[src/rtl/shared_pkg.sv]
// Shared ALSU types: opcode tags and the result record captured downstream.
package shared_pkg;

  typedef enum logic [2:0] {
    OR        = 3'd0,
    XOR       = 3'd1,
    ADD       = 3'd2,
    MULT      = 3'd3,
    SHIFT     = 3'd4,
    ROTATE    = 3'd5,
    INVALID_6 = 3'd6,
    INVALID_7 = 3'd7
  } opcode_e;

  localparam int RES_W = 6;

  typedef struct packed {
    logic signed [RES_W-1:0] data;
    opcode_e                 op;
    logic                    invalid;
  } alsu_result_t;

  // Min/max trackers start at the opposite extremes so the first store wins.
  localparam logic signed [RES_W-1:0] RES_MAX_RST = -6'sd32;
  localparam logic signed [RES_W-1:0] RES_MIN_RST = 6'sd31;

endpackage

[src/rtl/alsu_sat_counter.sv]
// Saturating up-counter with synchronous active-high reset.
module alsu_sat_counter #(
  parameter int W = 8
) (
  input  logic         clk,
  input  logic         rst,
  input  logic         inc,
  output logic [W-1:0] cnt
);

  logic [W-1:0] cnt_q, cnt_d;

  always_comb begin
    cnt_d = cnt_q;
    if (inc && (cnt_q != '1)) cnt_d = cnt_q + 1'b1;
  end

  always_ff @(posedge clk) begin
    if (rst) cnt_q <= '0;
    else     cnt_q <= cnt_d;
  end

  assign cnt = cnt_q;

endmodule

[src/rtl/alsu_result_collector.sv]
// Show-ahead result FIFO behind the ALSU with drop/invalid statistics and
// running signed min/max of stored results.
module alsu_result_collector
  import shared_pkg::*;
#(
  parameter int    DEPTH        = 4,
  parameter string DROP_INVALID = "OFF",
  parameter int    CNT_W        = 8
) (
  input  logic                     clk,
  input  logic                     rst,
  input  logic                     in_valid,
  input  logic signed [RES_W-1:0]  in_out,
  input  opcode_e                  in_opcode,
  input  logic                     in_invalid,
  output logic                     out_valid,
  input  logic                     out_ready,
  output logic signed [RES_W-1:0]  out_data,
  output opcode_e                  out_opcode,
  output logic                     out_invalid,
  output logic                     full,
  output logic                     empty,
  output logic [$clog2(DEPTH):0]   count,
  output logic                     overflow,
  output logic [CNT_W-1:0]         drop_cnt,
  output logic [CNT_W-1:0]         invalid_cnt,
  output logic signed [RES_W-1:0]  res_max,
  output logic signed [RES_W-1:0]  res_min
);

  localparam int AW = $clog2(DEPTH);
  localparam int CW = AW + 1;
  localparam logic [CW-1:0] FULL_CNT = CW'(DEPTH);
  localparam bit FILTER_INVALID = (DROP_INVALID == "ON");

  alsu_result_t            mem_q [DEPTH];
  alsu_result_t            in_res, head;
  alsu_result_t            last_q, last_d;
  logic [AW-1:0]           wr_ptr_q, wr_ptr_d, rd_ptr_q, rd_ptr_d;
  logic [CW-1:0]           count_q, count_d;
  logic                    overflow_q, overflow_d;
  logic signed [RES_W-1:0] max_q, max_d, min_q, min_d;
  logic                    is_full, is_empty;
  logic                    storable, pop, push, drop, inv_seen;

  always_comb begin
    in_res   = '{data: in_out, op: in_opcode, invalid: in_invalid};
    is_full  = (count_q == FULL_CNT);
    is_empty = (count_q == '0);
    storable = in_valid && !(FILTER_INVALID && in_invalid);
    pop      = !is_empty && out_ready;
    push     = storable && (!is_full || pop);
    drop     = storable && is_full && !pop;
    inv_seen = in_valid && in_invalid;
    // When empty, the head shows the last popped entry so outputs hold.
    head     = is_empty ? last_q : mem_q[rd_ptr_q];
  end

  always_comb begin
    wr_ptr_d   = wr_ptr_q;
    rd_ptr_d   = rd_ptr_q;
    count_d    = count_q;
    last_d     = last_q;
    overflow_d = overflow_q || drop;
    max_d      = max_q;
    min_d      = min_q;
    if (push) wr_ptr_d = wr_ptr_q + 1'b1;
    if (pop) begin
      rd_ptr_d = rd_ptr_q + 1'b1;
      last_d   = mem_q[rd_ptr_q];
    end
    if (push && !pop)      count_d = count_q + 1'b1;
    else if (pop && !push) count_d = count_q - 1'b1;
    if (push && (in_out > max_q)) max_d = in_out;
    if (push && (in_out < min_q)) min_d = in_out;
  end

  always_ff @(posedge clk) begin
    if (rst) begin
      wr_ptr_q   <= '0;
      rd_ptr_q   <= '0;
      count_q    <= '0;
      last_q     <= '0;
      overflow_q <= 1'b0;
      max_q      <= RES_MAX_RST;
      min_q      <= RES_MIN_RST;
    end else begin
      wr_ptr_q   <= wr_ptr_d;
      rd_ptr_q   <= rd_ptr_d;
      count_q    <= count_d;
      last_q     <= last_d;
      overflow_q <= overflow_d;
      max_q      <= max_d;
      min_q      <= min_d;
    end
  end

  always_ff @(posedge clk) begin
    if (push && !rst) mem_q[wr_ptr_q] <= in_res;
  end

  alsu_sat_counter #(.W(CNT_W)) u_drop_cnt (
    .clk (clk),
    .rst (rst),
    .inc (drop),
    .cnt (drop_cnt)
  );

  alsu_sat_counter #(.W(CNT_W)) u_invalid_cnt (
    .clk (clk),
    .rst (rst),
    .inc (inv_seen),
    .cnt (invalid_cnt)
  );

  assign out_valid   = !is_empty;
  assign out_data    = head.data;
  assign out_opcode  = head.op;
  assign out_invalid = head.invalid;
  assign full        = is_full;
  assign empty       = is_empty;
  assign count       = count_q;
  assign overflow    = overflow_q;
  assign res_max     = max_q;
  assign res_min     = min_q;

endmodule

[config.mk]
export PLATFORM = sky130hd
export DESIGN_NAME = alsu_result_collector
export DESIGN_NICKNAME = d
export VERILOG_FILES = /design/src/rtl/shared_pkg.sv /design/src/rtl/alsu_sat_counter.sv /design/src/rtl/alsu_result_collector.sv
export SDC_FILE = /design/constraint.sdc
export NUM_CORES = 1
export LEC_CHECK = 0
export ABC_AREA = 1
export BUFFER_PORTS_ARGS = -buffer_cell sky130_fd_sc_hd__buf_2
export CORE_ASPECT_RATIO = 1.25
export CORE_MARGIN = 8
export CORE_UTILIZATION = 54
export DETAILED_ROUTE_END_ITERATION = 6
export GPL_TIMING_DRIVEN = 0
export PLACE_DENSITY_LB_ADDON = 0.1
export SYNTH_ARGS = -nofsm -noshare
export SYNTH_HDL_FRONTEND = slang
export SYNTH_SLANG_ARGS = --single-unit
[constraint.sdc]
create_clock -name clk -period 3 [get_ports clk]
set_clock_uncertainty 0.05 [all_clocks]
set_input_delay 0.6 -clock clk [delete_from_list [all_inputs] [get_ports clk]]
set_output_delay 0.6 -clock clk [all_outputs]
set_load 0.005 [all_outputs]
==> out/qor.txt, run 1 <==
maxcap violations: 0
Post-DP HPWL: 6.408 mm
GRT Resource Usage Total: 17.65%
Hold WC Path Type: reg2reg
DR top layer: met4
later-pin clock latency in the skew report: 350 ps
Tmin final: 2536 ps
Critical R2R Launch: count[0]$_SDFFE_PP0P_
Mean Syn Cell Area: 8.975 µm²
cell total after placement: 601
area of the multi-input gates: 1629 µm²
period utilisation layout: 84.52%
Yosys top cell by area: edfxtp_1
Reg area: 2162 µm²
IO buf count: 58
Arr. time, crit path: 1890 ps
Initial Util: 55.35%
met1 WL: 3.701 mm
drt wl/cell: 14.63 µm
CTS H-tree depth: 3
final-report hold violation count: 0
yosys warns: 0
Setup Buffers After CTS: 0
site row count: 35
Pleak: 2.033 nW
detailed-route wire length: 9.025 mm
# nets final: 553
I/O pins: 59
EDFF count, synth: 40
clk sinks: 88
Slew Limit Headroom: 33.98%
area growth from synthesis to layout: 14.96%
CTS hold repair buffers: 0
CP Data Required Time: 2350 ps
die area: 10540 µm²
Placer Congestion: 0.8453
layout cell share with drive strength beyond 1: 16.76%
number of detailed-route iterations in the first pass: 4
Synth top cells by count: nand2_1 (109), inv_1 (51), dfxtp_1 (48), a21oi_1 (45), edfxtp_1 (40)
R2R cell count: 11
cell with the most instances after synthesis: nand2_1
CTS root buf: clkbuf_8
CTS tree: done
syn_nets: 484
post-synthesis sequential area ratio: 53.42%
worst slew pin tran: 986.6 ps
Non-Filler Instances: 617
Layout fillers: 629
Cell Area, Synth: 4048 µm²
Slew Viols, Final: 0
RSZ-0062 raised after global routing: false
maximum clock path buffer count: 2
setup TNS: 0 ps
width of the chip: 93.44 µm
Clock transition at path regs: 90 ps
asr flop ratio synth: 0%
#FFs+latches synth: 88
DR vias: 3272
largest net degree at the start of global routing: 17
total gr overflow: 0
reg-to-reg endpoint: count[2]$_SDFFE_PP0P_
Critical path destination: out_data[1]
diode count: 0
top_reg_cell synth: dfxtp_1
# resized after CTS: 0
DR DRC count: 0
pwr dens: 739.9 nW/µm²
Worst Setup Path Type: reg2out
share of the synthesized area in the top cell type: 29.68%
Post-DRT Antenna Nets: 0
CTS Buf Count: 9
Iteration-0 DRC Markers: 177
initial antenna violation count: 0
critical-path maximum fanout: 10
CORE AREA: 7313 µm²
met3 wire len: 458 µm
# setup viols final: 0
met2 wire len: 4.552 mm
Mapped Cells: 451
crit end category: output pin
FMAX: 0.3944 GHz
status: completed
first-pass GRT wire length: 14.79 mm
via/cell ratio: 5.303
Synth area leaders: edfxtp_1 (30%), dfxtp_1 (24%), nand2_1 (10%), a21oi_1 (5.6%), ha_1 (5.6%)
r2r setup slk: 590 ps
number of global-route vias before repair: 3153
Die Height: 112.8 µm
CP startpoint kind: register
Cell variety after synth: 28
Max rail drop VDD: 345.8 µV
## worst max-delay path: stages, from the launching register on
cell and delay [ps]:
dfxtp_1 330, inv_1 70, clkbuf_1 420, nand2_1 100, a32o_1 290, o21ai_0 180
buf_2 150
## registers in the layout (all words and copies together), names as in the netlist, named ones only
| register | count |
|---|---|
| u_invalid_cnt.cnt | 8 |
| res_max | 6 |
| wr_ptr_q | 2 |
| last_q | 10 |
| rd_ptr_q | 2 |
| res_min | 6 |
| count | 3 |
| overflow | 1 |
| mem_q | 40 |
| u_drop_cnt.cnt | 8 |
## where the power goes
part           total, mW  switching (mW)  internal, mW  leakage (nW)
sequential          1.51           0.102          1.41         0.757
clock              0.831           0.439         0.391        0.0928
combinational       1.10           0.686         0.417          1.18
total               3.44            1.23          2.22          2.03
## layout make-up
class	instances	area share (%)
flip-flops and latches	88	46.46
repair buffers	58	6.238
multi-input cells	295	35.01
clock buffers	9	2.662
clock inverters	7	1.640
well taps	92	2.474
inverters	54	4.356
plain buffers	14	1.156
## logic make-up after synthesis
logic type	after synthesis	synth area share, %
adder cells (fa/ha/maj)	19	6.059
XOR/XNOR	10	2.164
flip-flops	88	53.42
buffers and inverters	68	6.337
AND/OR/NAND/NOR	176	19.44
AO/OA/AOI/OAI	90	12.58
## per-layer routing
| metal | global-route usage, % | vias up |
|---|---|---|
| met3 | 4.238 | 18 |
| met4 | 9.914 | 0 |
| met1 | 20.16 | 1527 |
| met5 | 0 | - |
| met2 | 29.31 | 72 |
| li1 | - | 1655 |
## layout by cell type, fill, tap and decap left out, drive strengths merged
master,instances
buf,59
a32o,10
nor3,6
inv,57
a21o,1
edfxtp,40
nand2,110
xnor2,4
a21oi,45
o21ai,33
nand3,20
bufinv,1
ha,18
xor2,6
nand4,11
clkbuf,22
clkinvlp,3
fa,1
dfxtp,48
o21bai,1
nor2,29
## per-stage QoR
step / power, mW / util, % / area [µm²] / hold slack (ps) / setup slack [ps]
floorplan: 2.229 / - / 4048 / 386.4 / 824.3
global placement: 2.611 / 60.89 / 4453 / 386.0 / 503.1
detailed placement: 2.644 / 60.89 / 4453 / 396.3 / 483.1
CTS: 3.480 / 63.63 / 4653 / 387.2 / 426.2
global route: 3.690 / 63.63 / 4653 / 387.5 / 298.2
finish: 3.443 / 63.63 / 4653 / 400.7 / 464.5
## worst min-delay path by stage
stage	to	start	cells after the start	slack [ps]
5_1_grt	u_drop_cnt.cnt[7]$_SDFFE_PP0P_	rst	2	390
4_1_cts	u_drop_cnt.cnt[7]$_SDFFE_PP0P_	rst	2	390
2_1_floorplan	register	rd_ptr_q[1]$_SDFFE_PP0N_	2	390
3_3_place_gp	overflow$_SDFF_PP0_	overflow$_SDFF_PP0_	2	390
6_report	overflow$_SDFF_PP0_	overflow$_SDFF_PP0_	2	400
3_5_place_dp	overflow$_SDFF_PP0_	overflow$_SDFF_PP0_	2	400
Note: power is estimated with default switching activity, not from simulation.
==> inputs of run 2 (changes only) <==
--- a/config.mk
+++ b/config.mk
@@ -9,7 +9,7 @@
 export BUFFER_PORTS_ARGS = -buffer_cell sky130_fd_sc_hd__buf_2
 export CORE_ASPECT_RATIO = 1.25
 export CORE_MARGIN = 8
-export CORE_UTILIZATION = 54
+export CORE_UTILIZATION = 51
 export DETAILED_ROUTE_END_ITERATION = 6
 export GPL_TIMING_DRIVEN = 0
 export PLACE_DENSITY_LB_ADDON = 0.1
==> constraint.sdc (replaced) <==
create_clock -name clk -period 2.2 [get_ports clk]
set_clock_uncertainty 0.05 [all_clocks]
set_input_delay 0.44 -clock clk [delete_from_list [all_inputs] [get_ports clk]]
set_output_delay 0.44 -clock clk [all_outputs]
set_load 0.005 [all_outputs]
==> run 2 against run 1 <==
  * Register-to-register slack lost 510 ps
  * Critical path depth unchanged
  * Sequential cell count stayed put
  * Core utilization is 2.7 points lower
  * Non-clock buffer count increased by 2
  * Global-route usage fell by 0.73 points
  * Clock-buffer cell count increased by 1
  * Via count down 2.0%
  * Hold slack lost 170 ps
  * Sequential share of layout area down 0.53 points
  * Clock power increased by 30%
==> out/qor.txt, run 2 (synthesized netlist as in run 1, its figures left out) <==
I/O pins: 59 (unchanged)
Clock transition at path regs: 80 ps (was 90 ps)
cell total after placement: 604 (was 601)
period utilisation layout: 97.11%
IO buf count: 58 (unchanged)
maximum clock path buffer count: 2 (unchanged)
Max rail drop VDD: 533.2 µV (was 345.8 µV)
FMAX: 0.4681 GHz
final instance area: 4723 µm² (was 4653 µm²)
CTS tree: done (unchanged)
pwr dens: 1012 nW/µm² (was 739.9 nW/µm²)
critical-path maximum fanout: 10 (unchanged)
worst slack, placed: -227.8 ps (was 483.1 ps)
Slew Limit Headroom: 40.91% (was 33.98%)
# setup viols final: 0 (unchanged)
later-pin clock latency in the skew report: 360 ps (was 350 ps)
first-pass GRT wire length: 14.39 mm (was 14.79 mm)
Post-DP HPWL: 6.341 mm (was 6.408 mm)
Layout fillers: 667 (was 629)
number of detailed-route iterations in the first pass: 4 (unchanged)
PnR worst setup slack: 63.64 ps (was 464.5 ps)
Placer Congestion: 0.8451 (was 0.8453)
CP Data Required Time: 1710 ps (was 2350 ps)
Hold WC Path Type: in2reg (was reg2reg)
initial antenna violation count: 0 (unchanged)
worst slew pin tran: 883.1 ps (was 986.6 ps)
status: completed (unchanged)
GRT Resource Usage Total: 16.92% (was 17.65%)
Post-DRT Antenna Nets: 0 (unchanged)
largest net degree at the start of global routing: 15 (was 17)
Pleak: 2.073 nW (was 2.033 nW)
RSZ-0062 raised after global routing: true (was false)
detailed-route wire length: 8.928 mm (was 9.025 mm)
total gr overflow: 0 (unchanged)
layout cell share with drive strength beyond 1: 19.17% (was 16.76%)
CTS root buf: clkbuf_8 (unchanged)
Arr. time, crit path: 1650 ps (was 1890 ps)
clk sinks: 88 (unchanged)
Tmin final: 2136 ps
Non-Filler Instances: 622 (was 617)
most common library cell in the layout ignoring fill and taps: nand2_1 (unchanged)
CTS Buf Count: 9 (unchanged)
Initial Util: 52.24% (was 55.35%)
DR vias: 3208 (was 3272)
area growth from synthesis to layout: 16.69% (was 14.96%)
most frequent cells in the layout: nand2_1 (109), buf_2 (59), inv_1 (51) (unchanged)
CP startpoint kind: register (unchanged)
diode count: 0 (unchanged)
Post-DP Area: 4457 µm² (was 4453 µm²)
Top Registers: mem_q: 40 flops, last_q: 10 flops (unchanged)
Worst Setup Path Type: reg2out (unchanged)
site row count: 36 (was 35)
final-report hold violation count: 0 (unchanged)
total power: 4.780 mW (was 3.443 mW)
register name with the most flops: mem_q (unchanged)
# nets final: 555 (was 553)
width of the chip: 95.68 µm (was 93.44 µm)
number of global-route vias before repair: 3012 (was 3153)
DR DRC count: 0 (unchanged)
maxcap violations: 0 (unchanged)
area of the multi-input gates: 1649 µm² (was 1629 µm²)
max FFs per register: 40 (unchanged)
Die Height: 115.6 µm (was 112.8 µm)
CTS H-tree depth: 3 (unchanged)
via/cell ratio: 5.158 (was 5.303)
CORE AREA: 7747 µm² (was 7313 µm²)
die area: 11060 µm² (was 10540 µm²)
drt wl/cell: 14.35 µm (was 14.63 µm)
Slew Viols, Final: 0 (unchanged)
crit end category: output pin (unchanged)
Iteration-0 DRC Markers: 112 (was 177)
Reg area: 2170 µm² (was 2162 µm²)
## run 2: changes by cell type in the layout (fill, tap and decap cells not counted), moves of 2 or more
cell	before	now
dfxtp_1	48	46
inv_6	3	1
dfxtp_4	0	2
o21ai_1	4	9
clkbuf_4	0	3
clkbuf_1	13	5
clkinv_1	0	2
buf_4	0	6
o21ai_0	29	24
## run 2: final cells by class
cell class | instances | share of cell area (%)
plain buffers | 14 | 1.934
clock buffers | 10 | 2.702
clock inverters | 6 | 1.245
inverters | 54 | 4.291
multi-input cells | 295 | 34.91
flip-flops and latches | 88 | 45.93
well taps | 95 | 2.517
repair buffers | 60 | 6.464
## run 2: per-stage QoR
| stage | utilization [%] | setup TNS [ps] | hold WS [ps] |
|---|---|---|---|
| 2_1_floorplan | - | 0 | 386.4 |
| 3_3_place_gp | 57.53 | -414.3 | 386.4 |
| 5_1_grt | 60.97 | -29.09 | 220.7 |
| 3_5_place_dp | 57.53 | -708.5 | 407.7 |
| 4_1_cts | 60.34 | -27.81 | 224.9 |
| 6_report | 60.97 | 0 | 232.6 |
## run 2: what timing repair did
item / CTS / global route
hold buffers: 0 / 0
endpoints found under the hold margin: 0 / 0
setup endpoints to repair: 24 / 42
resized for setup: 14 / 30
setup buffers: 0 / 2
pin swaps: 1 / 1
## run 2: power breakdown
| part | total (mW) | switching, mW | internal (mW) |
|---|---|---|---|
| Combinational | 1.62 | 0.953 | 0.670 |
| Sequential | 2.07 | 0.146 | 1.93 |
| Clock | 1.08 | 0.564 | 0.519 |
| Total | 4.78 | 1.66 | 3.12 |
## run 2: critical path, cell delays in order (launching register included)
cell     delay (ps)
dfxtp_1         330
inv_1            70
buf_4           180
nand2_1          80
a32o_1          270
o21ai_0         200
buf_2           160
## run 2: final timing paths
check | slack, ps | start | cells after the start | to
worst min-delay path | 230 | rst | 2 | u_invalid_cnt.cnt[7]$_SDFFE_PP0P_
worst max register to register | 80 | count[1]$_SDFFE_PP0P_ | 11 | count[2]$_SDFFE_PP0P_
worst min register to register | 420 | rd_ptr_q[1]$_SDFFE_PP0N_ | 2 | rd_ptr_q[1]$_SDFFE_PP0N_
worst max-delay path | 60 | register | 6 | out_data[1]
## run 2: layer usage
metal	GRT usage [%]	vias to the layer above	routed length (µm)
met5	0	-	0
met4	8.633	0	209
met3	3.629	16	328
met2	27.96	57	4537
met1	20.10	1478	3852
li1	-	1657	-
==> inputs of run 3 (changes only) <==
--- a/config.mk
+++ b/config.mk
@@ -5,7 +5,6 @@
 export SDC_FILE = /design/constraint.sdc
 export NUM_CORES = 1
 export LEC_CHECK = 0
-export ABC_AREA = 1
 export BUFFER_PORTS_ARGS = -buffer_cell sky130_fd_sc_hd__buf_2
 export CORE_ASPECT_RATIO = 1.25
 export CORE_MARGIN = 8
==> run 3 against run 2 <==
  * The flow now finishes with violations (setup timing)
  * Setup slack lost 150 ps
  * Non-clock buffer count increased by 8
  * Core utilization rose by 2.5 points
  * Power grew 3.4%
  * Sequential cell count stayed put
  * Synthesized cell count fell by 27%
  * Critical endpoint is now out_data[5]
  * Largest power group unchanged
==> out/qor.txt, run 3 <==
number of detailed-route iterations in the first pass: 4 (unchanged)
first-pass GRT wire length: 13.05 mm (was 14.39 mm)
CP Data Required Time: 1710 ps (about the same)
Post-DRT Antenna Nets: 0 (unchanged)
Synth top cells by count: dfxtp_1 (48), edfxtp_1 (40), nor2_1 (32), nand2_1 (25) (was nand2_1 (109), inv_1 (51), dfxtp_1 (48), a21oi_1 (45), edfxtp_1 (40))
RSZ-0062 raised after global routing: true (unchanged)
Compound-Gate Fraction of Synth Area: 8.239% (was 12.58%)
drt wl/cell: 15.96 µm (was 14.35 µm)
asr flop ratio synth: 0% (unchanged)
Tmin final: 2290 ps (was 2136 ps)
later-pin clock latency in the skew report: 340 ps (was 360 ps)
maximum clock path buffer count: 2 (unchanged)
syn_nets: 364 (was 484)
Post-Synth Simple-Gate Area: 12.82% (was 19.44%)
max FFs per register: 40 (unchanged)
yosys warns: 0 (unchanged)
most frequent cells in the layout: buf_2 (48), dfxtp_1 (43), edfxtp_1 (40) (was nand2_1 (109), buf_2 (59), inv_1 (51))
r2r setup slk: 50 ps (was 80 ps)
Sequential Power Share: 41.4% (was 43.4%)
number of global-route vias before repair: 2722 (was 3012)
Layout Utilization: 63.48% (was 60.97%)
Max rail drop VDD: 588.4 µV (was 533.2 µV)
die area: 10870 µm² (was 11060 µm²)
Initial Util: 51.76% (was 52.24%)
crit-path cells: buf_8 > mux4_2 > mux2_4 > buf_6 (was inv_1 > buf_4 > nand2_1 > a32o_1 > o21ai_0 > buf_2)
Slew Viols, Final: 0 (unchanged)
#FFs+latches synth: 88 (unchanged)
EDFF count, synth: 40 (unchanged)
worst slew pin tran: 603.7 ps (was 883.1 ps)
area growth from synthesis to layout: 22.63% (was 16.69%)
Pleak: 1.919 nW (was 2.073 nW)
GRT Resource Usage Total: 15.60% (was 16.92%)
diode count: 0 (unchanged)
IO buf count: 58 (unchanged)
final-report hold violation count: 0 (unchanged)
cell with the most instances after synthesis: dfxtp_1 (was nand2_1)
DR vias: 2751 (was 3208)
Crit-path slowest cell: mux4_2 (was dfxtp_1)
Layout fillers: 633 (was 667)
Reg area: 2178 µm² (was 2170 µm²)
largest net degree at the start of global routing: 15 (unchanged)
width of the chip: 94.85 µm (was 95.68 µm)
Top Registers: mem_q: 40 flops, last_q: 10 flops (unchanged)
via/cell ratio: 5.373 (was 5.158)
CTS root buf: clkbuf_8 (unchanged)
Post-DP HPWL: 5.782 mm (was 6.341 mm)
maxcap violations: 0 (unchanged)
I/O pins: 59 (unchanged)
Yosys top cell by area: edfxtp_1 (unchanged)
CP startpoint kind: register (unchanged)
Worst Setup Path Type: reg2out (unchanged)
period utilisation layout: 104.1% (was 97.11%)
total power: 4.942 mW (was 4.780 mW)
adder-cell share of the synthesized area: 6.187% (was 6.059%)
DR DRC count: 0 (unchanged)
CP max stage delay: 540 ps (was 330 ps)
most common library cell in the layout ignoring fill and taps: buf_2 (was nand2_1)
detailed-route wire length: 8.173 mm (was 8.928 mm)
reg-to-reg endpoint: count[2]$_SDFFE_PP0P_ (unchanged)
CTS tree: done (unchanged)
failing checks: setup timing
Critical R2R Launch: count[0]$_SDFFE_PP0P_ (was count[1]$_SDFFE_PP0P_)
sw frac: 30.06% (was 34.80%)
post-synthesis sequential area ratio: 54.55% (was 53.42%)
# setup viols final: 10 (was 0)
post-synthesis mux area share: 12.56% (was 0%)
Die Height: 114.6 µm (was 115.6 µm)
HP Start: in_opcode[1] (was rst)
Mapped Cells: 331 (was 451)
Power Internal: 3.457 mW (was 3.117 mW)
layout cell share with drive strength beyond 1: 31.41% (was 19.17%)
top_reg_cell synth: dfxtp_1 (unchanged)
Cell Area, Synth: 3964 µm² (was 4048 µm²)
Cell variety after synth: 46 (was 28)
Hold WC Path Type: in2reg (unchanged)
register name with the most flops: mem_q (unchanged)
Comb pwr share: 39.5% (was 34.0%)
site row count: 36 (unchanged)
area of the multi-input gates: 1762 µm² (was 1649 µm²)
R2R cell count: 8 (was 11)
main combinational cell family by area after synthesis: simple AND/OR/NAND/NOR gates (unchanged)
Iteration-0 DRC Markers: 107 (was 112)
status: complete, but fails checks (was completed)
crit end category: output pin (unchanged)
Endpoint, Worst Hold: mem_q[2][2]$_DFFE_PP_ (was u_invalid_cnt.cnt[7]$_SDFFE_PP0P_)
CTS H-tree depth: 3 (unchanged)
Synth area leaders: edfxtp_1 (30%), dfxtp_1 (24%), ha_1 (5.7%), mux4_2 (5.7%), mux2i_1 (4.0%) (was edfxtp_1 (30%), dfxtp_1 (24%), nand2_1 (10%), a21oi_1 (5.6%), ha_1 (5.6%))
Clock transition at path regs: 80 ps (about the same)
CTS Buf Count: 9 (unchanged)
worst hold path stage count: 1 (was 2)
Placer Congestion: 0.7784 (was 0.8451)
# nets final: 445 (was 555)
initial antenna violation count: 0 (unchanged)
xor/xnor cell area share of the yosys netlist: 2.210% (was 2.164%)
Mean Syn Cell Area: 11.98 µm² (was 8.975 µm²)
Arr. time, crit path: 1800 ps (was 1650 ps)
critical-path maximum fanout: 5 (was 10)
clock power share: 19.1% (was 22.7%)
Sw Pwr: 1.485 mW (was 1.663 mW)
Slew Limit Headroom: 59.75% (was 40.91%)
share of the synthesized area in the top cell type: 30.30% (was 29.68%)
total gr overflow: 0 (unchanged)
PnR worst setup slack: -90.39 ps (was 63.64 ps)
clk sinks: 88 (unchanged)
pwr dens: 1017 nW/µm² (was 1012 nW/µm²)
CORE AREA: 7657 µm² (was 7747 µm²)
FMAX: 0.4366 GHz (was 0.4681 GHz)
==> run 3: worst max-delay path by stage <==
stage	startpoint	end	slack (ps)	cells past startpoint
detailed placement	in_out[3]	res_min[2]$_SDFFE_PP1P_	-260	6
finish	register	out_data[5]	-90	4
CTS	register	out_data[5]	-120	4
global placement	in_out[3]	res_min[1]$_SDFFE_PP1P_	-210	6
floorplan	count[0]$_SDFFE_PP0P_	count[2]$_SDFFE_PP0P_	8	9
global route	register	out_data[5]	-160	4
==> run 3: routing by layer <==
metal	share of wire [%]	vias to the layer above	global-route usage, %
li1	-	1347	-
met1	42	1336	17.96
met2	53	60	27.18
met3	3.8	8	2.953
met4	1.4	0	6.785
met5	0	-	0
==> run 3: area by class of cell <==
cell class	count	area share (%)
Clock inverter	7	0.7979
Tap cell	95	2.445
Timing Repair Buffer	72	9.833
Multi-Input combinational cell	212	36.24
Buffer	10	1.750
Sequential cell	88	44.81
Clock buffer	9	2.548
Inverter	19	1.570
==> run 3: timing repair <==
action                     in CTS  in global routing
setup endpoints to repair      17                 17
gates cloned                    1                  0
gates resized for setup        34                 15
hold buffers                    0                  0
pin swaps                       2                  8
setup buffers                   6                  7
==> run 3: stage by stage <==
stage	setup TNS (ps)	hold slack [ps]	setup WS (ps)	area, µm²	instances
after global placement	-1532	390.0	-213.0	4398	484
after CTS	-948.8	243.5	-123.6	4770	506
after detailed placement	-1808	398.2	-255.3	4398	484
after global routing	-1277	242.5	-157.5	4861	512
final	-651.7	266.7	-90.39	4861	512
after floorplan	0	383.8	8.081	3989	331
==> run 3: power groups by stage <==
stage	registers [mW]	logic, mW	clock network [mW]
after detailed placement	2.05	1.41	0
after global placement	2.04	1.38	0
after floorplan	2.03	0.965	0
after global routing	2.08	2.12	1.06
final	2.05	1.95	0.944
after CTS	2.04	1.87	0.971
==> run 3: logic make-up (layout without fill, tap and decap cells) <==
kind of cell / Yosys count / count (layout)
simple gates: 101 / 101
flops: 88 / 88
compound gates: 46 / 46
mux: 36 / 36
buf+inv: 31 / 117
fa+ha+maj: 19 / 19
xor+xnor: 10 / 10
==> run 3: critical path: cells and delay by family, from the launching register on <==
kind	cells	cell delay, ps
multiplexers	2	820
flip-flops	1	390
buffers and inverters	2	240
